<file path="src/rtl/sd_pkg.sv">
// Shared definitions for the serial pattern transmitter and the pattern detectors.
package sd_pkg;

  typedef enum logic [1:0] {
    IDLE = 2'd0,
    SEND = 2'd1,
    GAP  = 2'd2
  } sd_state_e;

  localparam int SD_MAX_LEN = 8;

  // Width of a length field able to hold 0..max_len.
  function automatic int sd_len_w(input int max_len);
    return $clog2(max_len + 1);
  endfunction

endpackage

</file>
<file path="src/rtl/sd_pattern_tx_if.sv">
// Request/serial-output bundle of the pattern transmitter.
interface sd_pattern_tx_if import sd_pkg::*; #(
  parameter int MAX_LEN = SD_MAX_LEN
) ();
  localparam int LEN_W = sd_len_w(MAX_LEN);

  logic               start;
  logic [MAX_LEN-1:0] pattern;
  logic [LEN_W-1:0]   len;
  logic [3:0]         repeat_n;
  logic               abort;
  logic               dout;
  logic               dout_valid;
  logic               busy;
  logic               done;

  modport master (
    output start, pattern, len, repeat_n, abort,
    input  dout, dout_valid, busy, done
  );

  modport slave (
    input  start, pattern, len, repeat_n, abort,
    output dout, dout_valid, busy, done
  );
endinterface

</file>
<file path="src/rtl/sd_down_counter.sv">
// Loadable down-counter that holds at zero; load wins over decrement.
module sd_down_counter #(
  parameter int W = 4
) (
  input  logic         clk,
  input  logic         reset,
  input  logic         load,
  input  logic [W-1:0] value,
  input  logic         en,
  output logic [W-1:0] count,
  output logic         zero
);

  always_ff @(posedge clk) begin
    if (reset) begin
      count <= '0;
    end else if (load) begin
      count <= value;
    end else if (en && (count != '0)) begin
      count <= count - 1'b1;
    end
  end

  assign zero = (count == '0);

endmodule

</file>
<file path="src/rtl/sd_pattern_tx.sv">
// MSB-first serial pattern transmitter with repeat count, idle gap between frames and abort.
module sd_pattern_tx import sd_pkg::*; #(
  parameter int MAX_LEN    = SD_MAX_LEN,
  parameter int GAP_CYCLES = 2
) (
  input  logic             clk,
  input  logic             reset,
  sd_pattern_tx_if.slave   bus
);

  localparam int               LEN_W    = sd_len_w(MAX_LEN);
  localparam logic [LEN_W-1:0] LEN_MAX  = LEN_W'(MAX_LEN);
  localparam logic [3:0]       GAP_LOAD = (GAP_CYCLES > 0) ? 4'(GAP_CYCLES - 1) : 4'd0;

  sd_state_e          state;
  logic [MAX_LEN-1:0] pat_q;
  logic [LEN_W-1:0]   len_q;
  logic [3:0]         reps_q;
  logic               done_q;

  logic [LEN_W-1:0]   bit_idx;
  logic [LEN_W-1:0]   bit_val;
  logic               bit_zero, bit_load, bit_en;
  logic [3:0]         gap_cnt;
  logic               gap_zero, gap_load, gap_en;
  logic               accept;
  logic [MAX_LEN-1:0] pat_shift;

  // Counter steering: a legal start loads the first bit index, frame ends reload or enter the gap.
  always_comb begin
    accept   = (state == IDLE) && bus.start && !bus.abort &&
               (bus.len != '0) && (bus.len <= LEN_MAX);
    bit_load = 1'b0;
    bit_en   = 1'b0;
    bit_val  = len_q - 1'b1;
    gap_load = 1'b0;
    gap_en   = 1'b0;
    if (accept) begin
      bit_load = 1'b1;
      bit_val  = bus.len - 1'b1;
    end else if ((state == SEND) && !bus.abort) begin
      if (!bit_zero) begin
        bit_en = 1'b1;
      end else if (reps_q != 4'd0) begin
        if (GAP_CYCLES == 0) bit_load = 1'b1;
        else                 gap_load = 1'b1;
      end
    end else if ((state == GAP) && !bus.abort) begin
      if (gap_zero) bit_load = 1'b1;
      else          gap_en   = 1'b1;
    end
  end

  sd_down_counter #(.W(LEN_W)) u_bit_cnt (
    .clk   (clk),
    .reset (reset),
    .load  (bit_load),
    .value (bit_val),
    .en    (bit_en),
    .count (bit_idx),
    .zero  (bit_zero)
  );

  sd_down_counter #(.W(4)) u_gap_cnt (
    .clk   (clk),
    .reset (reset),
    .load  (gap_load),
    .value (GAP_LOAD),
    .en    (gap_en),
    .count (gap_cnt),
    .zero  (gap_zero)
  );

  always_ff @(posedge clk) begin
    if (reset) begin
      state  <= IDLE;
      pat_q  <= '0;
      len_q  <= '0;
      reps_q <= '0;
      done_q <= 1'b0;
    end else begin
      done_q <= 1'b0;
      case (state)
        IDLE: begin
          if (accept) begin
            pat_q  <= bus.pattern;
            len_q  <= bus.len;
            reps_q <= bus.repeat_n;
            state  <= SEND;
          end
        end
        SEND: begin
          if (bus.abort) begin
            state <= IDLE;
          end else if (bit_zero) begin
            if (reps_q != 4'd0) begin
              reps_q <= reps_q - 4'd1;
              state  <= (GAP_CYCLES == 0) ? SEND : GAP;
            end else begin
              state  <= IDLE;
              done_q <= 1'b1;
            end
          end
        end
        GAP: begin
          if (bus.abort)     state <= IDLE;
          else if (gap_zero) state <= SEND;
        end
        default: state <= IDLE;
      endcase
    end
  end

  // Outputs are pure decodes of registered state, so no input reaches them combinationally.
  assign pat_shift      = pat_q >> bit_idx;
  assign bus.dout       = (state == SEND) && pat_shift[0];
  assign bus.dout_valid = (state == SEND);
  assign bus.busy       = (state != IDLE);
  assign bus.done       = done_q;

endmodule
</file>
<file path="src/flat_wrapper.sv">
// flat-port wrapper written by rule: the top's interface ports become plain ports
module sd_pattern_tx_flat import sd_pkg::*;
#(
  parameter int MAX_LEN    = SD_MAX_LEN,
  parameter int GAP_CYCLES = 2
)
  (clk, reset, bus_start, bus_pattern, bus_len, bus_repeat_n, bus_abort, bus_dout, bus_dout_valid, bus_busy, bus_done);
  sd_pattern_tx_if #(.MAX_LEN(MAX_LEN)) bus_i ();
  input  logic clk;
  input  logic reset;
  input wire logic [$bits(bus_i.start)-1:0] bus_start;
  input wire logic [$bits(bus_i.pattern)-1:0] bus_pattern;
  input wire logic [$bits(bus_i.len)-1:0] bus_len;
  input wire logic [$bits(bus_i.repeat_n)-1:0] bus_repeat_n;
  input wire logic [$bits(bus_i.abort)-1:0] bus_abort;
  output wire logic [$bits(bus_i.dout)-1:0] bus_dout;
  output wire logic [$bits(bus_i.dout_valid)-1:0] bus_dout_valid;
  output wire logic [$bits(bus_i.busy)-1:0] bus_busy;
  output wire logic [$bits(bus_i.done)-1:0] bus_done;
  assign bus_i.start = bus_start;
  assign bus_i.pattern = bus_pattern;
  assign bus_i.len = bus_len;
  assign bus_i.repeat_n = bus_repeat_n;
  assign bus_i.abort = bus_abort;
  assign bus_dout = bus_i.dout;
  assign bus_dout_valid = bus_i.dout_valid;
  assign bus_busy = bus_i.busy;
  assign bus_done = bus_i.done;
  sd_pattern_tx #(.MAX_LEN(MAX_LEN), .GAP_CYCLES(GAP_CYCLES)) u_core (.clk(clk), .reset(reset), .bus(bus_i));
endmodule
</file>
<file path="config.mk">
export PLATFORM = sky130hd
export DESIGN_NAME = sd_pattern_tx_flat
export DESIGN_NICKNAME = d
export VERILOG_FILES = /design/src/rtl/sd_pkg.sv /design/src/rtl/sd_pattern_tx_if.sv /design/src/rtl/sd_down_counter.sv /design/src/rtl/sd_pattern_tx.sv /design/src/flat_wrapper.sv
export SDC_FILE = /design/constraint.sdc
export NUM_CORES = 1
export LEC_CHECK = 0
export ABC_AREA = 1
export BUFFER_PORTS_ARGS = -buffer_cell sky130_fd_sc_hd__buf_2
export CORE_ASPECT_RATIO = 1.75
export CORE_UTILIZATION = 49
export CTS_CLUSTER_DIAMETER = 60
export DETAILED_ROUTE_END_ITERATION = 12
export PLACE_DENSITY = 0.8
export SLEW_MARGIN = 20
export SYNTH_ARGS = -nofsm -noshare
export SYNTH_HDL_FRONTEND = slang
export SYNTH_SLANG_ARGS = --single-unit
</file>
<file path="constraint.sdc">
create_clock -name clk -period 1.6 [get_ports clk]
set_input_delay 0.32 -clock clk [delete_from_list [all_inputs] [get_ports clk]]
set_output_delay 0.32 -clock clk [all_outputs]
set_load 0.01 [all_outputs]
</file>
# Word-level counts from Yosys, hierarchy flattened
# Cells that the tools add are included.
dict set report word_totals {
  out_inout_bits 4
  register_bits 27
  input_bits 20
  elab_cells 84
}
dict set report op_classes {
  order_cmp 1
  add_sub_neg 5
  shifts 1
  n_eq_ne 8
  bitwise_logic 2
  mux 33
  reduce_logical 26
}
# op count
set op_table {}
lappend op_table {{$mux W4} 7}
lappend op_table {{$sub A4 B1 Y4 const B} 5}
lappend op_table {{$mux W1} 18}
lappend op_table {{$reduce_bool A4 Y1} 4}
lappend op_table {{$mux W2} 6}
lappend op_table {{$logic_and A1 B1 Y1} 9}
lappend op_table {{$logic_not A4 Y1} 2}
lappend op_table {{$pmux W4 S2} 1}
lappend op_table {{$reduce_bool A2 Y1} 4}
lappend op_table {{$shr A8 B4 Y1} 1}
lappend op_table {{$ne A2 B1 Y1 const B} 3}
lappend op_table {{$ne A3 B2 Y1 const B} 2}
lappend op_table {{$pmux W2 S3} 1}
lappend op_table {{$reduce_and A5 Y1} 1}
lappend op_table {{$le A4 B4 Y1 const B} 1}
lappend op_table {{$reduce_or A4 Y1} 1}
lappend op_table {{$reduce_and A3 Y1} 1}
lappend op_table {{$eq A2 B1 Y1 const B} 1}
lappend op_table {{$eq A2 B2 Y1 const B} 1}
lappend op_table {{$logic_not A2 Y1} 1}
lappend op_table {{$ne A2 B2 Y1 const B} 1}
lappend op_table {{$not A1 Y1} 2}
lappend op_table {{$reduce_and A2 Y1} 1}
lappend op_table {{$reduce_or A2 Y1} 1}
lappend op_table {{$logic_not A1 Y1} 1}

# Longest topological paths before layout
# Gate-level depths: netlist of run 1.
dict set report depth {
  depth_word 9
  ltp_mapped 14
  mapped_depth_nobuf 14
}

# Modules after synthesis
# A second synthesis of run 1 with hierarchy kept.
dict set report hier_totals {
  hier_cells 246
  area_unflattened_um2 1645.3
}
# mod seq_area_each_um2 cells_each instances area_per_inst_um2
set modules_own_cells {}
lappend modules_own_cells {sd_pattern_tx 380.4 164 1 1097.3}
lappend modules_own_cells {sd_down_counter 80.1 41 2 274.0}

# Worst setup path before layout of run 1
# OpenSTA, ideal clock, no wires.
dict set report synth_path {
  kind {register to register}
  start {register u_core.u_gap_cnt.count[0]}
  end {register u_core.u_bit_cnt.count[2]}
  stages_incl_launch_ff 15
  path_slack_ns -0.181
  setup_ns 0.056
  t_arrival_ns 1.725
  period_less_slack_ns 1.781
  t_required_ns 1.544
  path_buffers 0
  path_cell_list {dfxtp_1 inv_1 ha_1 inv_1 nor3_1 nand2_1 nand2_4 inv_2 nand2_1 nand2_1 ha_1 or2_0 nand3_1 nand3_1 inv_1}
}
dict set report synth_between {
  elab_chain_cells 6
  elab_cells_between_ends 7
  cone_classes {mux: 5; reduce/logical: 2}
}
# element line
set synth_rtl {}
lappend synth_rtl {{from (decl)} sd_down_counter.sv:10} ;# output logic [W-1:0] count,
lappend synth_rtl {{from (signal assigned)} sd_down_counter.sv:18} ;# count <= value;
lappend synth_rtl {{from (signal assigned)} sd_down_counter.sv:20} ;# count <= count - 1'b1;
lappend synth_rtl {{$logic_not A4 Y1 (*)} sd_down_counter.sv:24} ;# assign zero = (count == '0);
lappend synth_rtl {{$mux W1 (*)} sd_pattern_tx.sv:49} ;# if (gap_zero) bit_load = 1'b1;
lappend synth_rtl {{$mux W1 (*)} sd_pattern_tx.sv:48} ;# end else if ((state == GAP) && !bus.abort) begin
lappend synth_rtl {{$mux W1 (*)} sd_pattern_tx.sv:41} ;# end else if ((state == SEND) && !bus.abort) begin
lappend synth_rtl {{$mux W1 (*)} sd_pattern_tx.sv:38} ;# if (accept) begin
lappend synth_rtl {{$mux W4 or $reduce_bool A2 Y1 (tied branches)} --}
lappend synth_rtl {{to (signal assigned)} sd_down_counter.sv:18}
lappend synth_rtl {{to (signal assigned)} sd_down_counter.sv:20}
lappend synth_rtl {{to (decl)} sd_down_counter.sv:10}
# Mark *: on every way between the ends. The rest lies on a longest branch, timed or not.
# A chain may end at the register's enable or synchronous reset.

# Worst setup path in the final report of run 1
dict set report layout_path {
  start {register u_core.u_bit_cnt.count[0]}
  end {output port bus_dout}
}
dict set report layout_between {
  elab_chain_cells 2
}
# element line
set layout_rtl {}
lappend layout_rtl {{$shr A8 B4 Y1} sd_pattern_tx.sv:115} ;# assign pat_shift = pat_q >> bit_idx;
lappend layout_rtl {{$logic_and A1 B1 Y1} sd_pattern_tx.sv:116} ;# assign bus.dout = (state == SEND) && pat_shift[0];
lappend layout_rtl {{to (decl)} flat_wrapper.sv:16} ;# output wire logic [$bits(bus_i.dout)-1:0] bus_dout;
# Every way passes these cells.

==> results.sh, run 1 <==
export IMPL_cts_tree="yes"
export IMPL_io_pins=24
export IMPL_finalHoldViolCount=0
export IMPL_cp_slowest_stage_delay_ns=0.38
export IMPL_nFillCells=204
export IMPL_row_count=25
export IMPL_fin_crit_ns=1.767
export IMPL_route_detailed_drc=0
export IMPL_routed_wl_um=3871
export IMPL_fp_dieArea_sq_um=3139
export IMPL_die_w_um=42.79
export IMPL_p_int_mw=1.069
export IMPL_cts_root_buf="clkbuf_8"
export IMPL_sw_frac_of_total_pct=29.74
export IMPL_regArea_sq_um=554.3
export IMPL_final_common_cell="buf_4"
export IMPL_cts_buffer_depth=2
export IMPL_max_slew_margin_rel_pct=78.55
export IMPL_wl_met2_um=2222
export IMPL_synthesis_area_sq_um=1426
export IMPL_dp_cells=276
export IMPL_leakage_nw=0.9728
export IMPL_crit_path_end_kind="output port"
export IMPL_synth_seq_cells=27
export IMPL_grt_pass1_wl_um=5837
export IMPL_place_congestion=0.8260
export IMPL_crit_required_ns=1.28
export IMPL_skew_ns=0.004243
export IMPL_drt_vias_per_instance=5.354
export IMPL_synth_top_area_share_pct=37.89
export IMPL_critPathLaunchType="flip-flop"
export IMPL_grt_antenna_before_repair=0
export IMPL_fmax_ghz=0.5659
export IMPL_crit_type="flip-flop to output port"
export IMPL_power_density_nw_per_um2=728.3
export IMPL_synthTopCellsByArea="dfxtp_1 (38%), nor2_1 (7.9%), nand2_1 (7.4%)"
export IMPL_dr_wl_met3_um=131
export IMPL_coreArea_sq_um=2721
export IMPL_p_sw_mw=0.4526
export IMPL_hp_class="input port to flip-flop"
export IMPL_finalSetupViolations=5
export IMPL_vias=1558
export IMPL_ys_seq_area_share_pct=37.89
export IMPL_highest_layer="met4"
export IMPL_layout_drive_gt1_share_pct=46.21
export IMPL_outcome="finished with violations"
export IMPL_port_buffers=23
export IMPL_nNetsFinal=288
export IMPL_worst_slack_ns=-0.1672
export IMPL_hpwl_um=2482
export IMPL_antenna_cells=0
export IMPL_grt_max_degree=15
export IMPL_path_clk_slew_ns=0.09
export IMPL_crit_path_max_fanout=6
export IMPL_cap_viol_max_count=0
export IMPL_pwr_share_comb_pct=26.5
export IMPL_violations="negative setup slack"
export IMPL_critPathArrivalTime_ns=1.45
export IMPL_synth_avg_cell_area_sq_um=7.096
export IMPL_start_util_pct=52.41
export IMPL_ant_nets=0
export IMPL_slew_violations=0
export IMPL_p_clk_share_pct=25.4
export IMPL_worst_pin_slew_ns=0.3188
export IMPL_cts_buffers_inserted=3
export IMPL_synthDistinctLibCells=32
export IMPL_clkSinkCount=27
export IMPL_htreeDepth=1
export IMPL_dieHeight_um=73.37
export IMPL_syn_nets=224
export IMPL_cp_cell_sequence="inv_4, nor2_2, o22ai_2, nor2_1, nor4_1, buf_2"
export IMPL_fin_util_pct=76.78
export IMPL_synthCells=201
export IMPL_multi_input_area_sq_um=888.4
export IMPL_synth_top_area_cell="dfxtp_1"
export IMPL_syn_to_final_growth_pct=46.49
export IMPL_power_frac_seq_pct=48.1
export IMPL_dr_first_iter_drc_count=49
export IMPL_overflow=0
export IMPL_grt_use_total_pct=23.79
export IMPL_clk_latency_ns=0.27
export IMPL_dr_pass1_iters=4
export IMPL_rsz0062_at_grt="yes"
export IMPL_slowest_stage="dfxtp_4"
export IMPL_grt_pass1_vias=1506
export IMPL_wl_per_cell_um=13.30
export IMPL_min_period_over_period_pct=110.4
export IMPL_vdd_drop_max_v=0.0006541
export IMPL_ys_warn_count=0
export IMPL_stdcell_count=291
export IMPL_mostFrequentLayoutCells="buf_4 (36), nor2_1 (29), buf_2 (23)"
export IMPL_wl_met1_um=1413
[routing by layer]
layer,up-vias,GRT usage (%)
met5,-,0
met4,0,11.46
met3,12,1.966
met2,46,48.65
met1,722,22.20
li1,778,-
[per-stage QoR]
stage	worst slack (ns)	hold slack (ns)	total power, mW	setup TNS (ns)	cell area, sq um
finish	-0.1672	0.2877	1.522	-0.4465	2090
global route	-0.2229	0.3033	1.589	-1.153	2090
CTS	-0.08734	0.2896	1.470	-0.2040	1972
detailed placement	-0.1855	0.4644	1.062	-0.5557	1831
global placement	-0.1535	0.4558	1.054	-0.4507	1831
floorplan	-0.06592	0.4491	0.9412	-0.06592	1485
[cells by family (layout without fill, tap and decap cells)]
family,Yosys count,in the layout,synth area share [%]
simple gates,96,96,34.47
buf+inv,37,100,9.913
xor+xnor,1,1,0.6141
compound gates,37,37,14.47
fa+ha+maj,3,3,2.632
flops,27,27,37.89
[registers in the layout, summed over array words and instances (netlist names)]
register,flops
u_core.bus.done,1
u_core.len_q,4
u_core.pat_q,8
u_core.reps_q,4
u_core.state,2
u_core.u_bit_cnt.count,4
u_core.u_gap_cnt.count,4
[area by class of cell]
cell class / instances / share of cell area (%)
clock buffer: 4 / 2.156
inverter: 34 / 6.707
multi-input combinational: 137 / 42.52
sequential: 27 / 26.53
tap: 27 / 1.617
timing repair buffer: 62 / 20.48
[cell usage after synthesis]
library cell   n
nor2_1        30
nand2_1       28
dfxtp_1       27
inv_1         24
o21ai_0       17
inv_2         10
nand3_1        9
a21oi_1        6
nand2_2        5
nand4_1        5
nor3_1         4
o21ai_1        4
a211oi_1       3
ha_1           3
nor2_2         3
a31oi_1        2
buf_2          2
nand2_4        2
nor3b_1        2
nor4_1         2
o22ai_1        2
clkbuf_1       1
nand3_4        1
nor2_4         1
nor2_8         1
nor3_2         1
nor4_2         1
o211ai_1       1
o21ai_2        1
o31ai_1        1
or2_0          1
xor2_1         1
[worst max-delay path, delay by kind of cell, from the launching register on]
family	cells	cell delay (ns)
compound gates	1	0.18
flops	1	0.38
buf+inv	2	0.26
simple gates	3	0.36
[power groups by stage]
| stage | sequential, mW | combinational (mW) | clock [mW] |
|---|---|---|---|
| after floorplan | 0.736 | 0.205 | 0 |
| after global placement | 0.742 | 0.312 | 0 |
| after detailed placement | 0.742 | 0.320 | 0 |
| after CTS | 0.728 | 0.347 | 0.395 |
| after global routing | 0.735 | 0.439 | 0.416 |
| final | 0.732 | 0.404 | 0.386 |
[path summary, 6_finish.rpt]
check	from	to	slack [ns]	cells past startpoint
hold / removal	bus_pattern[3]	u_core.pat_q[3]$_SDFFE_PP0P_	0.29	3
setup reg to reg	u_core.u_gap_cnt.count[0]$_SDFFE_PP0P_	u_core.u_bit_cnt.count[3]$_SDFFE_PP0P_	-0.14	15
setup / recovery	u_core.u_bit_cnt.count[0]$_SDFFE_PP0P_	bus_dout	-0.17	6
hold reg to reg	u_core.len_q[3]$_SDFFE_PP0P_	u_core.len_q[3]$_SDFFE_PP0P_	0.47	2
[timing repair]
| item | in CTS | in global routing |
|---|---|---|
| hold buffers | 0 | 0 |
| setup buffers | 6 | 5 |
| resized for setup | 15 | 21 |
| pin swaps | 10 | 5 |
| setup endpoints to repair | 5 | 8 |
No activity file was read; power rests on OpenSTA's default activity.
==> run 2: changes to the inputs <==
- BUFFER_PORTS_ARGS: -buffer_cell sky130_fd_sc_hd__buf_2 -> not set
- CORE_UTILIZATION: 49 -> 55
- DONT_BUFFER_PORTS: not set -> 1
- PLACE_DENSITY: 0.8 -> 0.79
==> run 2 against run 1 <==
Net effect:
- the run still ends with negative setup slack left
- die area is 11% lower
- hold slack worse by 0.20 ns
- fmax is 1.4% lower
- routed wire length is 8.2% lower
- global-route usage is 1.8 points higher
- clock-buffer cell count is 1 lower
- clock skew is 0.0011 ns higher
- sequential share of layout area is 3.2 points higher
- first-iteration DRC count is 8.2% higher
- critical path type is now flip-flop to flip-flop
- critical endpoint is now u_core.u_bit_cnt.count[2]$_SDFFE_PP0P_
- highest routed layer unchanged
==> results.sh, run 2 (synthesis results as in run 1) <==
export IMPL_outcome="finished with violations"
export IMPL_violations="negative setup slack"
export IMPL_regArea_sq_um=554.3
export IMPL_fp_dieArea_sq_um=2809
export IMPL_dp_cells=240
export IMPL_finalSetupViolations=5
export IMPL_critPathLaunchType="flip-flop"
export IMPL_cts_buffers_inserted=3
export IMPL_port_buffers=0
export IMPL_reg2regPathDepth=14
export IMPL_wl_per_cell_um=14.16
export IMPL_crit_path_max_fanout=3
export IMPL_rr_endpoint="u_core.u_bit_cnt.count[2]$_SDFFE_PP0P_"
export IMPL_clkSinkCount=27
export IMPL_grt_pass1_wl_um=5195
export IMPL_place_congestion=0.8829
export IMPL_dieHeight_um=69.37
export IMPL_crit_path_end_kind="flip-flop"
export IMPL_routed_wl_um=3553
export IMPL_min_period_over_period_pct=112.0
export IMPL_start_util_pct=57.93
export IMPL_multi_input_area_sq_um=899.6
export IMPL_die_w_um=40.50
export IMPL_cts_tree="yes"
export IMPL_syn_to_final_growth_pct=30.88
export IMPL_largest_reg_flops=8
export IMPL_dr_pass1_iters=4
export IMPL_nFillCells=187
export IMPL_hp_class="input port to flip-flop"
export IMPL_whs_ns=0.09196
export IMPL_crit_type="flip-flop to flip-flop"
export IMPL_vdd_drop_max_v=0.0007823
export IMPL_row_count=24
export IMPL_cts_root_buf="clkbuf_8"
export IMPL_max_slew_margin_rel_pct=69.77
export IMPL_vias=1423
export IMPL_rsz0062_at_grt="yes"
export IMPL_coreArea_sq_um=2462
export IMPL_finalSetupTns_ns=-0.4493
export IMPL_overflow=0
export IMPL_hpwl_um=2386
export IMPL_reg2reg_from="u_core.u_gap_cnt.count[1]$_SDFFE_PP0P_"
export IMPL_hold_path_depth=1
export IMPL_post_place_ws_ns=-0.1914
export IMPL_critPathArrivalTime_ns=1.97
export IMPL_cts_buffer_depth=2
export IMPL_final_cell_area_sq_um=1867
export IMPL_worstHoldStart="reset"
export IMPL_io_pins=24
export IMPL_grt_pass1_vias=1344
export IMPL_leakage_nw=0.8095
export IMPL_r2r_slack_ns=-0.19
export IMPL_slew_violations=0
export IMPL_final_common_cell="nor2_1"
export IMPL_top_register="u_core.pat_q"
export IMPL_fmax_ghz=0.5579
export IMPL_worst_pin_slew_ns=0.4530
export IMPL_power_density_nw_per_um2=775.6
export IMPL_dr_first_iter_drc_count=53
export IMPL_grt_use_total_pct=25.58
export IMPL_skew_ns=0.005376
export IMPL_grt_antenna_before_repair=0
export IMPL_path_clk_slew_ns=0.09
export IMPL_grt_max_degree=19
export IMPL_drt_vias_per_instance=5.669
export IMPL_worst_slack_ns=-0.1924
export IMPL_stdcell_count=251
export IMPL_clk_latency_ns=0.28
export IMPL_fin_crit_ns=1.792
export IMPL_ant_nets=0
export IMPL_cap_viol_max_count=0
export IMPL_mostFrequentLayoutCells="nor2_1 (30), nand2_1 (21), dfxtp_1 (20)"
export IMPL_htreeDepth=1
export IMPL_whs_endpoint="u_core.state[1]$_SDFFE_PP0P_"
export IMPL_finalHoldViolCount=0
export IMPL_route_detailed_drc=0
export IMPL_nNetsFinal=249
export IMPL_crit_required_ns=1.78
export IMPL_layout_drive_gt1_share_pct=38.22
export IMPL_postPlaceCellArea_sq_um=1624
export IMPL_antenna_cells=0
-- run 2: cell count changes in the layout (fill, tap and decap cells not counted), moves of 2 or more --
cell / previous run / this run
inv_2: 10 / 12
a211oi_1: 2 / 0
a211oi_2: 1 / 3
o21ai_0: 15 / 17
buf_2: 23 / 0
nor4_2: 0 / 2
nor4_1: 2 / 0
inv_4: 5 / 2
buf_4: 36 / 19
o21ai_1: 6 / 4
-- run 2: critical path, stage by stage (launching register included) --
cell,delay [ns]
dfxtp_2,0.33
inv_2,0.06
ha_4,0.12
inv_2,0.04
nor3_4,0.16
nand2_2,0.09
nand2_4,0.11
buf_12,0.11
nand3_4,0.06
nand2_4,0.09
ha_4,0.14
or2_0,0.14
nand3_1,0.10
nand3_1,0.08
inv_1,0.05
-- run 2: worst max path at each step --
stage                                      startpoint                                     end  slack (ns)  cells after the start
2_1_floorplan  u_core.u_gap_cnt.count[1]$_SDFFE_PP0P_  u_core.u_bit_cnt.count[2]$_SDFFE_PP0P_       -0.07                     14
3_3_place_gp   u_core.u_gap_cnt.count[1]$_SDFFE_PP0P_  u_core.u_bit_cnt.count[2]$_SDFFE_PP0P_       -0.12                     14
3_5_place_dp   u_core.u_gap_cnt.count[1]$_SDFFE_PP0P_  u_core.u_bit_cnt.count[2]$_SDFFE_PP0P_       -0.19                     14
4_1_cts        u_core.u_bit_cnt.count[0]$_SDFFE_PP0P_                                bus_dout       -0.13                      6
5_1_grt        u_core.u_gap_cnt.count[1]$_SDFFE_PP0P_  u_core.u_bit_cnt.count[2]$_SDFFE_PP0P_       -0.28                     14
6_report       u_core.u_gap_cnt.count[1]$_SDFFE_PP0P_  u_core.u_bit_cnt.count[2]$_SDFFE_PP0P_       -0.19                     14
-- run 2: per-stage QoR --
| stage | power (mW) | util (%) |
|---|---|---|
| 2_1_floorplan | 0.9412 | - |
| 3_3_place_gp | 0.9961 | 65.96 |
| 3_5_place_dp | 1.009 | 65.96 |
| 4_1_cts | 1.400 | 69.87 |
| 5_1_grt | 1.504 | 75.81 |
| 6_report | 1.448 | 75.81 |
-- run 2: what timing repair did --
item / in CTS / in global routing
setup endpoints to repair: 5 / 12
hold buffers: 0 / 0
pin swaps: 3 / 5
resized for setup: 12 / 23
buffers inserted: 1 / 7
-- run 2: layout make-up --
type	instances	share of cell area (%)
Inverter	34	7.373
Clock inverter	1	0.2681
Tap cell	26	1.743
Timing Repair Buffer	23	10.52
Sequential cell	27	29.69
Multi-Input combinational cell	137	48.19
Clock buffer	3	2.212
-- run 2: power by group --
| part | internal, mW | switching (mW) | total (mW) |
|---|---|---|---|
| clock network | 0.175 | 0.215 | 0.390 |
| logic | 0.140 | 0.185 | 0.325 |
| registers | 0.704 | 0.0283 | 0.732 |
| total | 1.02 | 0.429 | 1.45 |
-- run 2: layer usage --
| metal | part of all wire (%) | GRT usage, % | vias up |
|---|---|---|---|
| met5 | 0 | 0 | - |
| met4 | 1.8 | 10.74 | 0 |
| met3 | 3.5 | 4.167 | 9 |
| met2 | 59 | 46.91 | 51 |
| met1 | 36 | 24.79 | 664 |
| li1 | - | - | 699 |
